**src/rtl/uart_cmd_rx_pkg.sv**
```systemverilog
// Shared constants for the UART command receiver: header tag, FSM state
// codes, the command record and a header-match helper.
package uart_cmd_rx_pkg;

    // Opcode width, shared with the downstream ALU.
    localparam int OPCODE_W = 3;

    // Upper five bits every command header byte must carry.
    localparam logic [4:0] CMD_HDR_TAG = 5'b10100;

    // Byte FSM state codes.
    localparam logic [1:0] ST_IDLE  = 2'd0;
    localparam logic [1:0] ST_START = 2'd1;
    localparam logic [1:0] ST_DATA  = 2'd2;
    localparam logic [1:0] ST_STOP  = 2'd3;

    // Frame FSM state codes.
    localparam logic [1:0] FR_HDR   = 2'd0;
    localparam logic [1:0] FR_ARG_A = 2'd1;
    localparam logic [1:0] FR_ARG_B = 2'd2;

    // One decoded command as presented to the head FSM.
    typedef struct packed {
        logic [OPCODE_W-1:0] opcode;
        logic [7:0]          a;
        logic [7:0]          b;
    } cmd_t;

    // True when a received byte is a valid command header.
    function automatic logic is_cmd_header(input logic [7:0] data);
        return data[7:3] == CMD_HDR_TAG;
    endfunction

endpackage

```
**src/rtl/uart_cmd_rx_if.sv**
```systemverilog
// Command handshake between the UART command receiver (master) and the
// head FSM (slave).
interface uart_cmd_rx_if;
    import uart_cmd_rx_pkg::*;

    logic                cmd_valid;
    logic                cmd_ready;
    logic [OPCODE_W-1:0] cmd_opcode;
    logic [7:0]          cmd_a;
    logic [7:0]          cmd_b;

    modport master (
        output cmd_valid,
        output cmd_opcode,
        output cmd_a,
        output cmd_b,
        input  cmd_ready
    );

    modport slave (
        input  cmd_valid,
        input  cmd_opcode,
        input  cmd_a,
        input  cmd_b,
        output cmd_ready
    );

endinterface

```
**src/rtl/uart_rx_byte.sv**
```systemverilog
// 8N1 UART byte receiver: two-flop synchroniser, start-bit glitch filter,
// mid-bit sampling, stop-bit check. Counterpart of the UART_TX block.
module uart_rx_byte
    import uart_cmd_rx_pkg::*;
#(
    parameter int CLKS_PER_BIT = 1250
) (
    input  logic       clk,
    input  logic       rst,
    input  logic       i_rx,
    output logic       o_byte_valid,
    output logic [7:0] o_byte_data,
    output logic       o_frame_err,
    output logic       o_start
);

    localparam int CNT_W = $clog2(CLKS_PER_BIT);
    localparam logic [CNT_W-1:0] HALF_M1 = CNT_W'(CLKS_PER_BIT / 2 - 1);
    localparam logic [CNT_W-1:0] BIT_M1  = CNT_W'(CLKS_PER_BIT - 1);

    logic             r_rx_meta;
    logic             r_rx_sync;
    logic [1:0]       r_state;
    logic [CNT_W-1:0] r_baud;
    logic [2:0]       r_bit_idx;
    logic [7:0]       r_shift;
    logic             r_byte_valid;
    logic             r_frame_err;

    // Bring the asynchronous line into the clock domain.
    // NOTE: the synchroniser resets to 1 so a reset does not look like a start edge.
    always_ff @(posedge clk or posedge rst) begin
        if (rst) begin
            r_rx_meta <= 1'b1;
            r_rx_sync <= 1'b1;
        end else begin
            r_rx_meta <= i_rx;
            r_rx_sync <= r_rx_meta;
        end
    end

    // Byte FSM: find the start bit, sample data mid-bit, check the stop bit.
    // NOTE: state is updated with non-blocking assignments so every branch sees pre-edge values.
    always_ff @(posedge clk or posedge rst) begin
        if (rst) begin
            r_state      <= ST_IDLE;
            r_baud       <= '0;
            r_bit_idx    <= '0;
            r_shift      <= '0;
            r_byte_valid <= 1'b0;
            r_frame_err  <= 1'b0;
        end else begin
            r_byte_valid <= 1'b0;
            r_frame_err  <= 1'b0;
            case (r_state)
                ST_IDLE: begin
                    if (!r_rx_sync) begin
                        r_state <= ST_START;
                        r_baud  <= '0;
                    end
                end
                ST_START: begin
                    if (r_baud == HALF_M1) begin
                        r_baud    <= '0;
                        r_bit_idx <= '0;
                        // A line back high at mid-start was only a glitch.
                        r_state   <= r_rx_sync ? ST_IDLE : ST_DATA;
                    end else begin
                        r_baud <= r_baud + 1'b1;
                    end
                end
                ST_DATA: begin
                    if (r_baud == BIT_M1) begin
                        r_baud  <= '0;
                        r_shift <= {r_rx_sync, r_shift[7:1]};
                        if (r_bit_idx == 3'd7) begin
                            r_state <= ST_STOP;
                        end else begin
                            r_bit_idx <= r_bit_idx + 1'b1;
                        end
                    end else begin
                        r_baud <= r_baud + 1'b1;
                    end
                end
                ST_STOP: begin
                    if (r_baud == BIT_M1) begin
                        r_baud  <= '0;
                        r_state <= ST_IDLE;
                        if (r_rx_sync) begin
                            r_byte_valid <= 1'b1;
                        end else begin
                            r_frame_err <= 1'b1;
                        end
                    end else begin
                        r_baud <= r_baud + 1'b1;
                    end
                end
                default: r_state <= ST_IDLE;
            endcase
        end
    end

    assign o_byte_valid = r_byte_valid;
    assign o_byte_data  = r_shift;
    assign o_frame_err  = r_frame_err;
    assign o_start      = (r_state == ST_IDLE) && !r_rx_sync;

endmodule

```
**src/rtl/uart_cmd_rx.sv**
```systemverilog
// UART command receiver: frames [HDR, A, B] byte triples into commands and
// hands them to the head FSM over a valid/ready handshake. Drops bad headers,
// framing errors and stalled frames.
module uart_cmd_rx
    import uart_cmd_rx_pkg::*;
#(
    parameter int CLKS_PER_BIT = 1250,
    parameter int TIMEOUT_BITS = 20
) (
    input  logic          clk,
    input  logic          rst,
    input  logic          i_rx,
    uart_cmd_rx_if.master cmd,
    output logic          o_frame_err,
    output logic          o_overrun
);

    localparam int TO_LIMIT_INT = TIMEOUT_BITS * CLKS_PER_BIT;
    localparam int TO_W         = $clog2(TO_LIMIT_INT + 1);
    localparam logic [TO_W-1:0] TO_LIMIT = TO_W'(TO_LIMIT_INT);

    logic                w_byte_valid;
    logic [7:0]          w_byte_data;
    logic                w_frame_err;
    logic                w_start;
    logic                w_frame_done;
    logic                w_timeout;

    logic [1:0]          r_frame_state;
    logic [OPCODE_W-1:0] r_opcode;
    logic [7:0]          r_a;
    logic [TO_W-1:0]     r_idle_cnt;
    cmd_t                r_cmd;
    logic                r_cmd_valid;
    logic                r_overrun;

    uart_rx_byte #(
        .CLKS_PER_BIT(CLKS_PER_BIT)
    ) u_rx_byte (
        .clk         (clk),
        .rst         (rst),
        .i_rx        (i_rx),
        .o_byte_valid(w_byte_valid),
        .o_byte_data (w_byte_data),
        .o_frame_err (w_frame_err),
        .o_start     (w_start)
    );

    assign w_frame_done = w_byte_valid && (r_frame_state == FR_ARG_B);
    assign w_timeout    = (r_frame_state != FR_HDR) && (r_idle_cnt == TO_LIMIT);

    // Frame FSM: collect header, operand a, operand b.
    always_ff @(posedge clk or posedge rst) begin
        if (rst) begin
            r_frame_state <= FR_HDR;
            r_opcode      <= '0;
            r_a           <= '0;
        end else if (w_frame_err) begin
            r_frame_state <= FR_HDR;
        end else if (w_byte_valid) begin
            case (r_frame_state)
                FR_HDR: begin
                    if (is_cmd_header(w_byte_data)) begin
                        r_opcode      <= w_byte_data[OPCODE_W-1:0];
                        r_frame_state <= FR_ARG_A;
                    end
                end
                FR_ARG_A: begin
                    r_a           <= w_byte_data;
                    r_frame_state <= FR_ARG_B;
                end
                default: r_frame_state <= FR_HDR;
            endcase
        end else if (w_timeout) begin
            r_frame_state <= FR_HDR;
        end
    end

    // Inter-byte idle counter; only runs while a frame is partially received.
    always_ff @(posedge clk or posedge rst) begin
        if (rst) begin
            r_idle_cnt <= '0;
        end else if ((r_frame_state == FR_HDR) || w_byte_valid || w_start) begin
            r_idle_cnt <= '0;
        end else if (r_idle_cnt != TO_LIMIT) begin
            r_idle_cnt <= r_idle_cnt + 1'b1;
        end
    end

    // Output handshake: load on frame completion, clear on accept, flag overrun.
    always_ff @(posedge clk or posedge rst) begin
        if (rst) begin
            r_cmd       <= '0;
            r_cmd_valid <= 1'b0;
            r_overrun   <= 1'b0;
        end else begin
            r_overrun <= 1'b0;
            if (w_frame_done) begin
                // Accepting this cycle frees the slot, so the new command loads with no bubble.
                if (!r_cmd_valid || cmd.cmd_ready) begin
                    r_cmd       <= '{opcode: r_opcode, a: r_a, b: w_byte_data};
                    r_cmd_valid <= 1'b1;
                end else begin
                    r_overrun <= 1'b1;
                end
            end else if (r_cmd_valid && cmd.cmd_ready) begin
                r_cmd_valid <= 1'b0;
            end
        end
    end

    assign cmd.cmd_valid  = r_cmd_valid;
    assign cmd.cmd_opcode = r_cmd.opcode;
    assign cmd.cmd_a      = r_cmd.a;
    assign cmd.cmd_b      = r_cmd.b;
    assign o_frame_err    = w_frame_err;
    assign o_overrun      = r_overrun;

endmodule

```
**src/flat_wrapper.sv**
```systemverilog
// flat-port wrapper written by rule: the top's interface ports become plain ports
module uart_cmd_rx_flat import uart_cmd_rx_pkg::*;
#(
    parameter int CLKS_PER_BIT = 1250,
    parameter int TIMEOUT_BITS = 20
)
  (clk, rst, i_rx, o_frame_err, o_overrun, cmd_cmd_valid, cmd_cmd_opcode, cmd_cmd_a, cmd_cmd_b, cmd_cmd_ready);
  uart_cmd_rx_if cmd_i ();
  input  logic clk;
  input  logic rst;
  input  logic i_rx;
  output logic o_frame_err;
  output logic o_overrun;
  output wire logic [$bits(cmd_i.cmd_valid)-1:0] cmd_cmd_valid;
  output wire logic [$bits(cmd_i.cmd_opcode)-1:0] cmd_cmd_opcode;
  output wire logic [$bits(cmd_i.cmd_a)-1:0] cmd_cmd_a;
  output wire logic [$bits(cmd_i.cmd_b)-1:0] cmd_cmd_b;
  input wire logic [$bits(cmd_i.cmd_ready)-1:0] cmd_cmd_ready;
  assign cmd_cmd_valid = cmd_i.cmd_valid;
  assign cmd_cmd_opcode = cmd_i.cmd_opcode;
  assign cmd_cmd_a = cmd_i.cmd_a;
  assign cmd_cmd_b = cmd_i.cmd_b;
  assign cmd_i.cmd_ready = cmd_cmd_ready;
  uart_cmd_rx #(.CLKS_PER_BIT(CLKS_PER_BIT), .TIMEOUT_BITS(TIMEOUT_BITS)) u_core (.clk(clk), .rst(rst), .i_rx(i_rx), .cmd(cmd_i), .o_frame_err(o_frame_err), .o_overrun(o_overrun));
endmodule
```
**config.mk**
```make
export PLATFORM = sky130hd
export DESIGN_NAME = uart_cmd_rx_flat
export DESIGN_NICKNAME = d
export VERILOG_FILES = /design/src/rtl/uart_cmd_rx_pkg.sv /design/src/rtl/uart_cmd_rx_if.sv /design/src/rtl/uart_rx_byte.sv /design/src/rtl/uart_cmd_rx.sv /design/src/flat_wrapper.sv
export SDC_FILE = /design/constraint.sdc
export NUM_CORES = 1
export LEC_CHECK = 0
export CORE_ASPECT_RATIO = 0.8
export CORE_MARGIN = 2
export CORE_UTILIZATION = 40
export DETAILED_ROUTE_END_ITERATION = 16
export PLACE_DENSITY = 0.64
export SYNTH_ARGS = -nofsm -noshare
export SYNTH_HDL_FRONTEND = slang
export SYNTH_SLANG_ARGS = --single-unit
```
**constraint.sdc**
```tcl
create_clock -name clk -period 5.6 [get_ports clk]
set_input_delay 1.12 -clock clk [delete_from_list [all_inputs] [get_ports clk]]
set_output_delay 1.12 -clock clk [all_outputs]
set_load 0.01 [all_outputs]
```
### After elaboration in Yosys (flattened, before gate mapping)

Cells that the tools add are included.

| storage, ports and cells | value |
|---|---|
| flip-flop bits (word level) | 77 |

| operators by class | value |
|---|---|
| $add $sub $neg | 3 |
| bitwise gates (word level) | 1 |
| equal/unequal tests | 19 |
| reduce and logical (&&, ||, !) cells | 25 |
| muxes and demuxes | 33 |

Operators with widths:

| cell | count |
|---|---|
| 11-bit 2-to-1 mux | 3 |
| 11-bit case mux with 3 select lines | 1 |
| 15-bit 2-to-1 mux | 2 |
| 2-bit 2-to-1 mux | 10 |
| 15-bit by 1-bit adder with 15-bit output, second input constant | 1 |
| 15-bit equality test, second input constant | 1 |
| 15-bit != test, second input constant | 1 |
| 2-bit != test, second input constant | 7 |
| 11-bit by 1-bit adder with 11-bit output, second input constant | 1 |
| 11-bit by 10-bit equality test with 1-bit output, second input constant | 1 |
| 11-bit equality test, second input constant | 1 |
| 1-bit 2-to-1 mux | 11 |
| 3-bit 2-to-1 mux | 3 |
| 2-bit case mux with 4 select lines | 1 |
| 2-bit AND reduction | 4 |
| 4-bit AND reduction | 2 |
| 2-bit nonzero test | 4 |
| 2-bit equality test, second input constant | 3 |
| 3-bit case mux with 2 select lines | 1 |
| 5-bit equality test, second input constant | 1 |
| 5-bit AND reduction | 1 |
| 2-bit by 1-bit equality test with 1-bit output, second input constant | 2 |
| 1-bit logical AND | 4 |
| 2-bit logical NOT | 2 |
| other kinds (10) | 13 |

### Depth between registers and ports, before layout

Gate-level depths: netlist of run 1.

| logic depth | value |
|---|---|
| depth in word-level cells | 5 |
| depth in mapped cells | 7 |
| gate-level depth less buffers | 6 |

### Cells and area by module

From an unflattened synthesis of run 1, not the netlist that was laid out.

| unflattened totals | value |
|---|---|
| cell total of the unflattened synthesis | 315 |
| area, all modules | 3666.0 um2 |

By module, submodules not included:

| module | cells each | area each (um2) | instances |
|---|---|---|---|
| uart_cmd_rx | 172 | 2209.6 | 1 |
| uart_rx_byte | 143 | 1456.4 | 1 |

### Worst setup path after synthesis of run 1

No wires, ideal clock.

| path | value |
|---|---|
| path kind | input -> register |
| start point | in cmd_cmd_ready |
| end point | reg u_core.r_cmd (netlist bit u_core.cmd.cmd_a[0]) |
| stages on the path | 5 |
| slack | 3183 ps |
| arrival time | 2292 ps |
| library setup time | 125 ps |
| data required time | 5475 ps |
| buffers on the path | 2 |
| cells stage by stage | nand2b_1 -> nor2b_1 -> clkbuf_1 -> buf_2 -> mux2_2 |

| on the way | value |
|---|---|
| longest elaborated chain between the ends | 2 |

RTL lines:

| item | line | source |
|---|---|---|
| start: declaration | flat_wrapper.sv:18 | `input wire logic [$bits(cmd_i.cmd_ready)-1:0] cmd_cmd_ready;` |
| 1-bit logical OR | uart_cmd_rx.sv:100 | `if (!r_cmd_valid \|\| cmd.cmd_ready) begin` |
| 2-bit AND reduction (no source line) | -- |  |
| end signal: assignment | uart_cmd_rx.sv:101 | `r_cmd <= '{opcode: r_opcode, a: r_a, b: w_byte_data};` |
| end: declaration | uart_cmd_rx.sv:33 | `cmd_t r_cmd;` |

No other way between the ends.
A chain may end at the register's enable or synchronous reset.

### Worst setup path in the final report of run 1

| path | value |
|---|---|
| start point | reg u_core.u_rx_byte.r_frame_err (netlist: u_core.u_rx_byte.o_frame_err) |
| end point | out o_frame_err |

RTL lines:

| item | line | source |
|---|---|---|
| start: declaration | uart_rx_byte.sv:28 | `logic r_frame_err;` |
| start signal: assignment | uart_rx_byte.sv:51 | `r_frame_err <= 1'b0;` |
| start signal: assignment | uart_rx_byte.sv:54 | `r_frame_err <= 1'b0;` |
| start signal: assignment | uart_rx_byte.sv:92 | `r_frame_err <= 1'b1;` |
| end: declaration | flat_wrapper.sv:12 | `output logic o_frame_err;` |

No word-level cell between the ends.

==> results.rst, run 1 <==
.. list-table::
   :header-rows: 1

   * - Metric
     - Value
   * - Starting Density
     - 41.2%
   * - Type of the worst setup path
     - reg2out
   * - First DRT Iteration DRCs
     - 111
   * - CP Capture Point
     - o_frame_err
   * - Global routing usage summed across all routing layers
     - about 15%
   * - Std cell rows
     - 30
   * - Fraction of registers with async set or reset after synthesis
     - 100%
   * - Vias
     - 2,336
   * - Core box area
     - 8480 sq um
   * - Flip-flop cell with the highest count after synthesis
     - sky130_fd_sc_hd__dfrtp_1
   * - Post-detailed-route DRC marker count
     - 0
   * - Bufs and invs on worst path
     - 1
   * - Switching power summed over all nets
     - around 0.21 mW
   * - Height of the chip
     - between 80 and 90 um
   * - Top-level port count
     - 26
   * - Setup-violating endpoint count in the final report
     - 0
   * - Unrepaired setup endpoints after global routing
     - no
   * - Initial antenna violation count
     - 0
   * - Crit-path cells
     - clkdlybuf4s50_1
   * - Total number of H-tree levels
     - 3
   * - Ratio of cells with drive above 1 in the final layout
     - 18.2%
   * - Final hold vios
     - 0
   * - Required time at the endpoint of the critical path
     - 4.48 ns
   * - Period utilization
     - 44.1%
   * - Cell variety after synth
     - 43
   * - EDFF count, synth
     - 0
   * - Worst relative slew slack
     - between 40% and 50%
   * - Element type at the critical path start
     - register
   * - Die area
     - 9500 sq um
   * - Max-cap violations
     - 0
   * - Max frequency
     - ~0.41 GHz
   * - Max Root-Sink Buffers
     - 2
   * - Critical R2R Launch
     - u_core.u_rx_byte.r_baud[0]
   * - Placement-stage worst setup slack
     - 2.86 ns
   * - Final core utilization
     - between 40% and 50%
   * - Final global-route overflow total
     - 0
   * - Data arrival time of the worst path
     - 1.35 ns
   * - Total number of yosys warnings
     - 0
   * - Routed Wire Length
     - 6410 um
   * - Top Family by Delay on Critical Path
     - buffers and inverters
   * - Post-synthesis area per instance
     - between 10 and 15 sq um
   * - Via count of the first global-routing pass
     - 2,335
   * - Lkg Pwr
     - ~1.8 nW
   * - Syn Inst Count
     - 310
   * - Slew @ Worst Pin
     - 0.892 ns
   * - DR pass1 iterations
     - 4
   * - Post-synthesis net count
     - between 300 and 400
   * - Number of slew-limit violations in the final report
     - 0
   * - Endpoint type of the worst setup path
     - primary output
   * - End of the worst register-to-register path
     - u_core.u_rx_byte.r_baud[9]
   * - Worst-path maximum fanout
     - 5
   * - Routed WL per cell
     - 14.2 um
   * - Post-CTS Resized
     - 0
   * - Relative contribution of combinational cells to total power
     - between 1 and 1.5%
   * - Wire length of the first global-routing pass
     - around 11,000 um
   * - Clock-pin transition on the worst setup and hold timing paths
     - 0.08 ns
   * - Area of the mapped netlist
     - about 3500 sq um
   * - Setup WS post-layout
     - 3.13 ns
   * - Net Sw Frac
     - 19.9%
   * - Routability Congestion
     - 0.778
   * - Areal power density over the cells
     - about 260 nW/um^2
   * - Count of port buffers added during placement
     - 25
   * - CTS Root Cell
     - sky130_fd_sc_hd__clkbuf_8
   * - CTS tree
     - done
   * - Hold-fix buffer count after cts
     - 0
   * - Worst setup skew after layout
     - about 0.015 ns
   * - Portion of total power attributed to sequential cells
     - 52.1%
   * - Area added between synthesis and finish
     - 17.3%
   * - CTS sink count
     - 77
   * - Clock Power Share
     - 46.6%
   * - Max stage delay cell, worst path
     - sky130_fd_sc_hd__clkdlybuf4s50_1
   * - Largest net degree at the start of global routing
     - 43
   * - Number of nets with antenna violations after routing
     - 0
   * - Width of the die
     - 109 um
   * - Internal power
     - 0.857 mW
   * - Count of buffers added by post-CTS timing repair for setup
     - 0
   * - Biggest cell delay along the critical path
     - approximately 0.57 ns
   * - Sequential element share of the synthesized area
     - 55.2%
   * - Status
     - finished, final reports clean
   * - Logic depth of the worst path, buffers included
     - 1
   * - Worst skew pair latency
     - 0.33 ns
   * - Drt via density
     - 5.16
   * - Diodes inserted
     - 0
   * - Total half-perimeter wirelength after legalization and detailed placement
     - 4410 um
   * - R2R setup slack
     - 3.41 ns
   * - Synth Register Bits
     - 77
   * - Fin crit period
     - 2.47 ns
   * - Maximum vdd ir drop
     - 0.000159 V
   * - Kind of path behind the tightest hold check
     - reg2reg
   * - Final-layout setup total negative slack
     - 0 ns
   * - Beginning of the critical path
     - u_core.u_rx_byte.o_frame_err
   * - Number of cells traversed by the worst register-to-register path
     - 6
   * - Layout net count
     - about 350
   * - Number of buffers created by CTS
     - 9
==> metrics by stage <==
stage / power (mW) / std cells / area (sq um) / hold WS [ns]
4_1_cts: 1.08 / 453 / 4100 / 0.363
6_report: 1.07 / 453 / 4100 / 0.362
2_1_floorplan: 0.577 / 310 / 3490 / 0.345
3_5_place_dp: 0.583 / 437 / 3860 / 0.351
3_3_place_gp: 0.583 / 437 / 3860 / 0.349
5_1_grt: 1.11 / 453 / 4100 / 0.367
==> cell families (layout without fill, tap and decap cells) <==
group | Yosys count | after routing | synth area share [%]
muxes | 42 | 42 | 13.4
AOI/OAI and AO/OA | 35 | 35 | 6.12
DFF | 77 | 77 | 55.2
adders and majority gates | 7 | 7 | 2.51
buffers and inverters | 31 | 62 | 3.47
xor gates and xnor gates | 12 | 12 | 3.01
and+or+nand+nor | 106 | 106 | 16.3
==> area by class of cell <==
| class | count | area, sq um |
|---|---|---|
| flip-flops and latches | 77 | 1930 |
| repair buffers | 28 | 273 |
| fillers | 795 | 4380 |
| clock inverters | 6 | 113 |
| well taps | 112 | 140 |
| multi-input cells | 202 | 1450 |
| clock buffers | 10 | 128 |
| inverters | 18 | 67.6 |
==> placed cells by master (no fill, tap or decap), drive strengths merged, types with 2 or more instances in the layout <==
| cell type | instances |
|---|---|
| buf | 3 |
| or4 | 2 |
| nor4bb | 2 |
| ha | 7 |
| xnor2 | 10 |
| mux2 | 38 |
| or3 | 6 |
| nand3 | 11 |
| xor2 | 2 |
| clkdlybuf4s50 | 25 |
| and3 | 5 |
| nor2b | 4 |
| nand2 | 15 |
| nor2 | 27 |
| clkbuf | 10 |
| dfstp | 2 |
| nor3 | 9 |
| nand4 | 5 |
| and2 | 3 |
| a31oi | 2 |
| clkinv | 3 |
| nor4 | 4 |
| bufinv | 3 |
| a21oi | 7 |
| a22oi | 3 |
| mux2i | 4 |
| o22ai | 6 |
| dfrtp | 75 |
| inv | 18 |
| o21ai | 11 |
| nand3b | 5 |
==> power by group through the flow <==
stage	Clock, mW	Sequential (mW)	Combinational [mW]
after floorplan	0	0.568	0.00866
after global placement	0	0.568	0.0144
after detailed placement	0	0.569	0.0148
after CTS	0.512	0.558	0.0148
after global routing	0.534	0.558	0.0166
final	0.499	0.558	0.0136
==> flip-flops by register name, indices dropped and copies added (netlist names), 3 cells and up, named ones only <==
name and cells:
u_core.u_rx_byte.o_byte_data 8, u_core.cmd.cmd_b 8, u_core.u_rx_byte.r_bit_idx 3, u_core.u_rx_byte.r_baud 11, u_core.r_a 8, u_core.r_opcode 3, u_core.cmd.cmd_a 8, u_core.cmd.cmd_opcode 3
u_core.r_idle_cnt 15
==> worst min path at each step <==
| stage | to | startpoint | depth (start not counted) | slack, ns |
|---|---|---|---|---|
| finish | u_core.u_rx_byte.r_rx_sync | u_core.u_rx_byte.r_rx_meta | 0 | 0.36 |
| floorplan | u_core.u_rx_byte.r_rx_sync | u_core.u_rx_byte.r_rx_meta | 0 | 0.35 |
| CTS | u_core.u_rx_byte.r_rx_sync | u_core.u_rx_byte.r_rx_meta | 0 | 0.36 |
| detailed placement | u_core.u_rx_byte.r_rx_sync | u_core.u_rx_byte.r_rx_meta | 0 | 0.35 |
| global placement | u_core.u_rx_byte.r_rx_sync | u_core.u_rx_byte.r_rx_meta | 0 | 0.35 |
| global route | u_core.u_rx_byte.r_rx_sync | u_core.u_rx_byte.r_rx_meta | 0 | 0.37 |
==> layer usage <==
layer,track usage (%),part of all wire [%],vias up
met5,0,0,-
met4,3.85,0.90,0
met3,3.13,2.3,8
met2,23.9,46,21
met1,20.7,51,1165
li1,-,-,1142
==> synth_stat cells, types with 2 or more instances <==
library cell	number	share of area, %
sky130_fd_sc_hd__a21oi_1	7	1.0
sky130_fd_sc_hd__nor4bb_1	2	0.57
sky130_fd_sc_hd__inv_1	18	1.9
sky130_fd_sc_hd__xnor2_1	10	2.5
sky130_fd_sc_hd__nor3_1	9	1.3
sky130_fd_sc_hd__nor2b_1	4	0.72
sky130_fd_sc_hd__o22ai_1	6	1.1
sky130_fd_sc_hd__mux2i_1	4	1.1
sky130_fd_sc_hd__nand4_1	5	0.90
sky130_fd_sc_hd__nand3b_1	5	1.1
sky130_fd_sc_hd__nand2_1	15	1.6
sky130_fd_sc_hd__or4_1	2	0.43
sky130_fd_sc_hd__a22oi_1	3	0.64
sky130_fd_sc_hd__dfrtp_1	75	54
sky130_fd_sc_hd__nand3_1	11	1.6
sky130_fd_sc_hd__dfstp_2	2	1.5
sky130_fd_sc_hd__nor4_1	4	0.72
sky130_fd_sc_hd__and3_1	5	0.90
sky130_fd_sc_hd__nor2_1	27	2.9
sky130_fd_sc_hd__a31oi_1	2	0.36
sky130_fd_sc_hd__o21ai_0	10	1.4
sky130_fd_sc_hd__xor2_1	2	0.50
sky130_fd_sc_hd__mux2_2	38	12
sky130_fd_sc_hd__ha_1	7	2.5
sky130_fd_sc_hd__and2_1	3	0.54
sky130_fd_sc_hd__or3_1	6	1.1
sky130_fd_sc_hd__buf_2	4	0.57
sky130_fd_sc_hd__clkbuf_1	9	0.97
(Power assumes the default switching activity.)
==> run 2: changes to the inputs <==
Settings changed: PLACE_DENSITY 0.64 to 0.66.
Clock period 5.6 ns to 2.1 ns, I/O delays scaled along.
==> run 2 against run 1 <==
  * Worst hold slack got worse by 0.0032 ns
  * Sequential share of layout area shrank 1.1 points
  * Die area is the same
  * Power grew to 2.6 times the previous value
==> results.rst, run 2 (same netlist as run 1, synthesis figures left out) <==
.. list-table::
   :header-rows: 1

   * - Metric
     - Value
   * - Status
     - finished, final reports clean
   * - Portion of total power attributed to sequential cells
     - 53.6%
   * - Max frequency
     - 0.502 GHz
   * - Switching power summed over all nets
     - roughly 0.57 mW
   * - Most frequent standard cell in the layout excluding fill and tap cells
     - sky130_fd_sc_hd__dfrtp_1
   * - Number of buffers created by CTS
     - 9
   * - Drt via density
     - 5.12
   * - Worst relative slew slack
     - 62.2%
   * - Die area
     - 9500 sq um
   * - Endpoint type of the worst setup path
     - register
   * - Kind of path behind the tightest hold check
     - reg2reg
   * - Startpoint of the tightest hold check path
     - u_core.u_rx_byte.r_rx_meta
   * - Routed WL per cell
     - 14.4 um
   * - Bufs and invs on worst path
     - 1
   * - Worst setup skew after layout
     - around 0.0057 ns
   * - Unrepaired setup endpoints after global routing
     - no
   * - Area added between synthesis and finish
     - 20.3%
   * - Layout net count
     - approximately 360
   * - Fin crit period
     - roughly 2.0 ns
   * - Critical R2R Launch
     - u_core.u_rx_byte.r_baud[1]
   * - Ratio of cells with drive above 1 in the final layout
     - about 22%
   * - Worst-path maximum fanout
     - 8
   * - FILL cells
     - 787
   * - Slew @ Worst Pin
     - about 0.57 ns
   * - Number of flip-flops under the largest register name
     - 15
   * - Core box area
     - 8480 sq um
   * - Post-detailed-route DRC marker count
     - 0
   * - Std cell rows
     - 30
   * - Total number of H-tree levels
     - 3
   * - Global routing usage summed across all routing layers
     - between 10% and 20%
   * - Lkg Pwr
     - 1.87 nW
   * - Total placed cells including tap cells
     - around 450
   * - Setup-violating endpoint count in the final report
     - 0
   * - Register with the most flip-flops
     - u_core.r_idle_cnt
   * - Initial antenna violation count
     - 0
   * - Final global-route overflow total
     - 0
   * - Number of nets with antenna violations after routing
     - 0
   * - Final-layout setup total negative slack
     - 0 ns
   * - Non-filler cells, final
     - around 460
   * - Vias
     - between 2,000 and 2,500
   * - Max stage delay cell, worst path
     - sky130_fd_sc_hd__dfrtp_1
   * - Max Root-Sink Buffers
     - 2
   * - Registers with the highest flip-flop counts
     - u_core.r_idle_cnt x15, u_core.u_rx_byte.r_baud x11
   * - Final hold vios
     - 0
   * - Hold-fix buffer count after cts
     - 0
   * - Max-cap violations
     - 0
   * - Maximum vdd ir drop
     - 0.000484 V
   * - Areal power density over the cells
     - 660 nW/um^2
   * - Period utilization
     - 94.9%
   * - Via count of the first global-routing pass
     - 2,279
   * - Starting Density
     - 41.2%
   * - Count of port buffers added during placement
     - 25
   * - Routability Congestion
     - 0.814
   * - Clock-pin transition on the worst setup and hold timing paths
     - 0.08 ns
   * - Top-level port count
     - 26
   * - Wire length of the first global-routing pass
     - 11,200 um
   * - Top Family by Delay on Critical Path
     - simple AND/OR/NAND/NOR gates
   * - First DRT Iteration DRCs
     - between 90 and 100
   * - CTS Root Cell
     - sky130_fd_sc_hd__clkbuf_8
   * - DR pass1 iterations
     - 4
   * - Multi-input gate area
     - 1470 sq um
   * - Commonest cells after routing, fill and taps aside
     - sky130_fd_sc_hd__dfrtp_1, sky130_fd_sc_hd__mux2_2, sky130_fd_sc_hd__nor2_1, sky130_fd_sc_hd__clkdlybuf4s50_1, sky130_fd_sc_hd__inv_1
   * - Post-route cell area
     - 4200 sq um
   * - Number of slew-limit violations in the final report
     - 0
   * - Placement-stage worst setup slack
     - 0.0161 ns
   * - Element type at the critical path start
     - register
   * - Height of the chip
     - 87.6 um
   * - CTS sink count
     - 77
   * - Biggest cell delay along the critical path
     - 0.41 ns
   * - Net Sw Frac
     - between 20% and 30%
   * - Relative contribution of combinational cells to total power
     - 1.7%
   * - CTS tree
     - done
   * - Routed Wire Length
     - about 6600 um
   * - Required time at the endpoint of the critical path
     - around 2.3 ns
   * - Data arrival time of the worst path
     - 2.23 ns
   * - Setup WS post-layout
     - 0.107 ns
   * - Largest net degree at the start of global routing
     - 26
   * - Type of the worst setup path
     - reg2reg
   * - Total half-perimeter wirelength after legalization and detailed placement
     - 4700 um
   * - Diodes inserted
     - 0
   * - Worst skew pair latency
     - 0.35 ns
   * - Clock Power Share
     - 44.7%
   * - Width of the die
     - 109 um
   * - Internal power
     - ~2.2 mW
   * - Crit-path cells
     - inv_1 > ha_1 > or3b_1 > nor3_1 > and3_4 > mux2_2
   * - Beginning of the critical path
     - u_core.u_rx_byte.r_baud[1]
   * - Placed cell area
     - 3960 sq um
   * - Total area of sequential cells
     - 1930 sq um
## run 2: cell types whose count changed in the layout (fill, tap and decap cells not counted), sizes merged
| cell | change |
|---|---|
| clkinvlp | +2 |
| inv | -1 |
| bufinv | -1 |
| buf | +10 |
## run 2: worst register-to-register path, cell delays in order (launching register included)
cell	delay (ns)
sky130_fd_sc_hd__dfrtp_1	0.41
sky130_fd_sc_hd__inv_1	0.10
sky130_fd_sc_hd__ha_1	0.14
sky130_fd_sc_hd__or3b_1	0.38
sky130_fd_sc_hd__nor3_1	0.23
sky130_fd_sc_hd__and3_4	0.28
sky130_fd_sc_hd__mux2_2	0.35
## run 2: final timing paths
path	to	slack [ns]	depth (start not counted)
max reg2reg	u_core.u_rx_byte.o_byte_data[7]	0.11	6
min	u_core.u_rx_byte.r_rx_sync	0.36	0
min reg2reg	u_core.u_rx_byte.r_rx_sync	0.36	0
min in group asynchronous	u_core.r_opcode[1]	0.47	2
max in group asynchronous	u_core.cmd.cmd_b[3]	1.11	3
max	u_core.u_rx_byte.o_byte_data[7]	0.11	6
## run 2: metal layers
metal	up-vias	GRT usage, %	routed length (um)
met2	34	21.5	2960
met1	1168	22.7	3400
met4	0	4.78	66
met5	-	0	0
li1	1163	-	-
met3	7	4.32	223
## run 2: area by class of cell
cell class	count	share of cell area (%)
Tap cell	112	3.33
Timing Repair Buffer	38	8.87
Clock inverter	6	2.05
Sequential cell	77	45.9
Multi-Input combinational cell	202	34.9
Inverter	18	1.70
Clock buffer	10	3.27
## run 2: repair_timing
item,4_1_cts,5_1_grt
endpoints found under the setup margin,0,14
gates resized for setup,0,6
setup buffers,0,0
## run 2: stage by stage
step,utilization [%],power [mW],hold slack (ns)
final,49.5,2.77,0.358
after global routing,49.5,2.89,0.364
after CTS,49.3,2.81,0.359
after detailed placement,46.7,1.57,0.348
after global placement,46.7,1.56,0.347
after floorplan,-,1.54,0.345
## run 2: power groups by stage
stage	Clock, mW	Sequential [mW]	Combinational [mW]
after floorplan	0	1.52	0.0235
final	1.24	1.49	0.0468
after CTS	1.27	1.49	0.0495
after global routing	1.35	1.49	0.0545
after global placement	0	1.52	0.0482
after detailed placement	0	1.52	0.0492
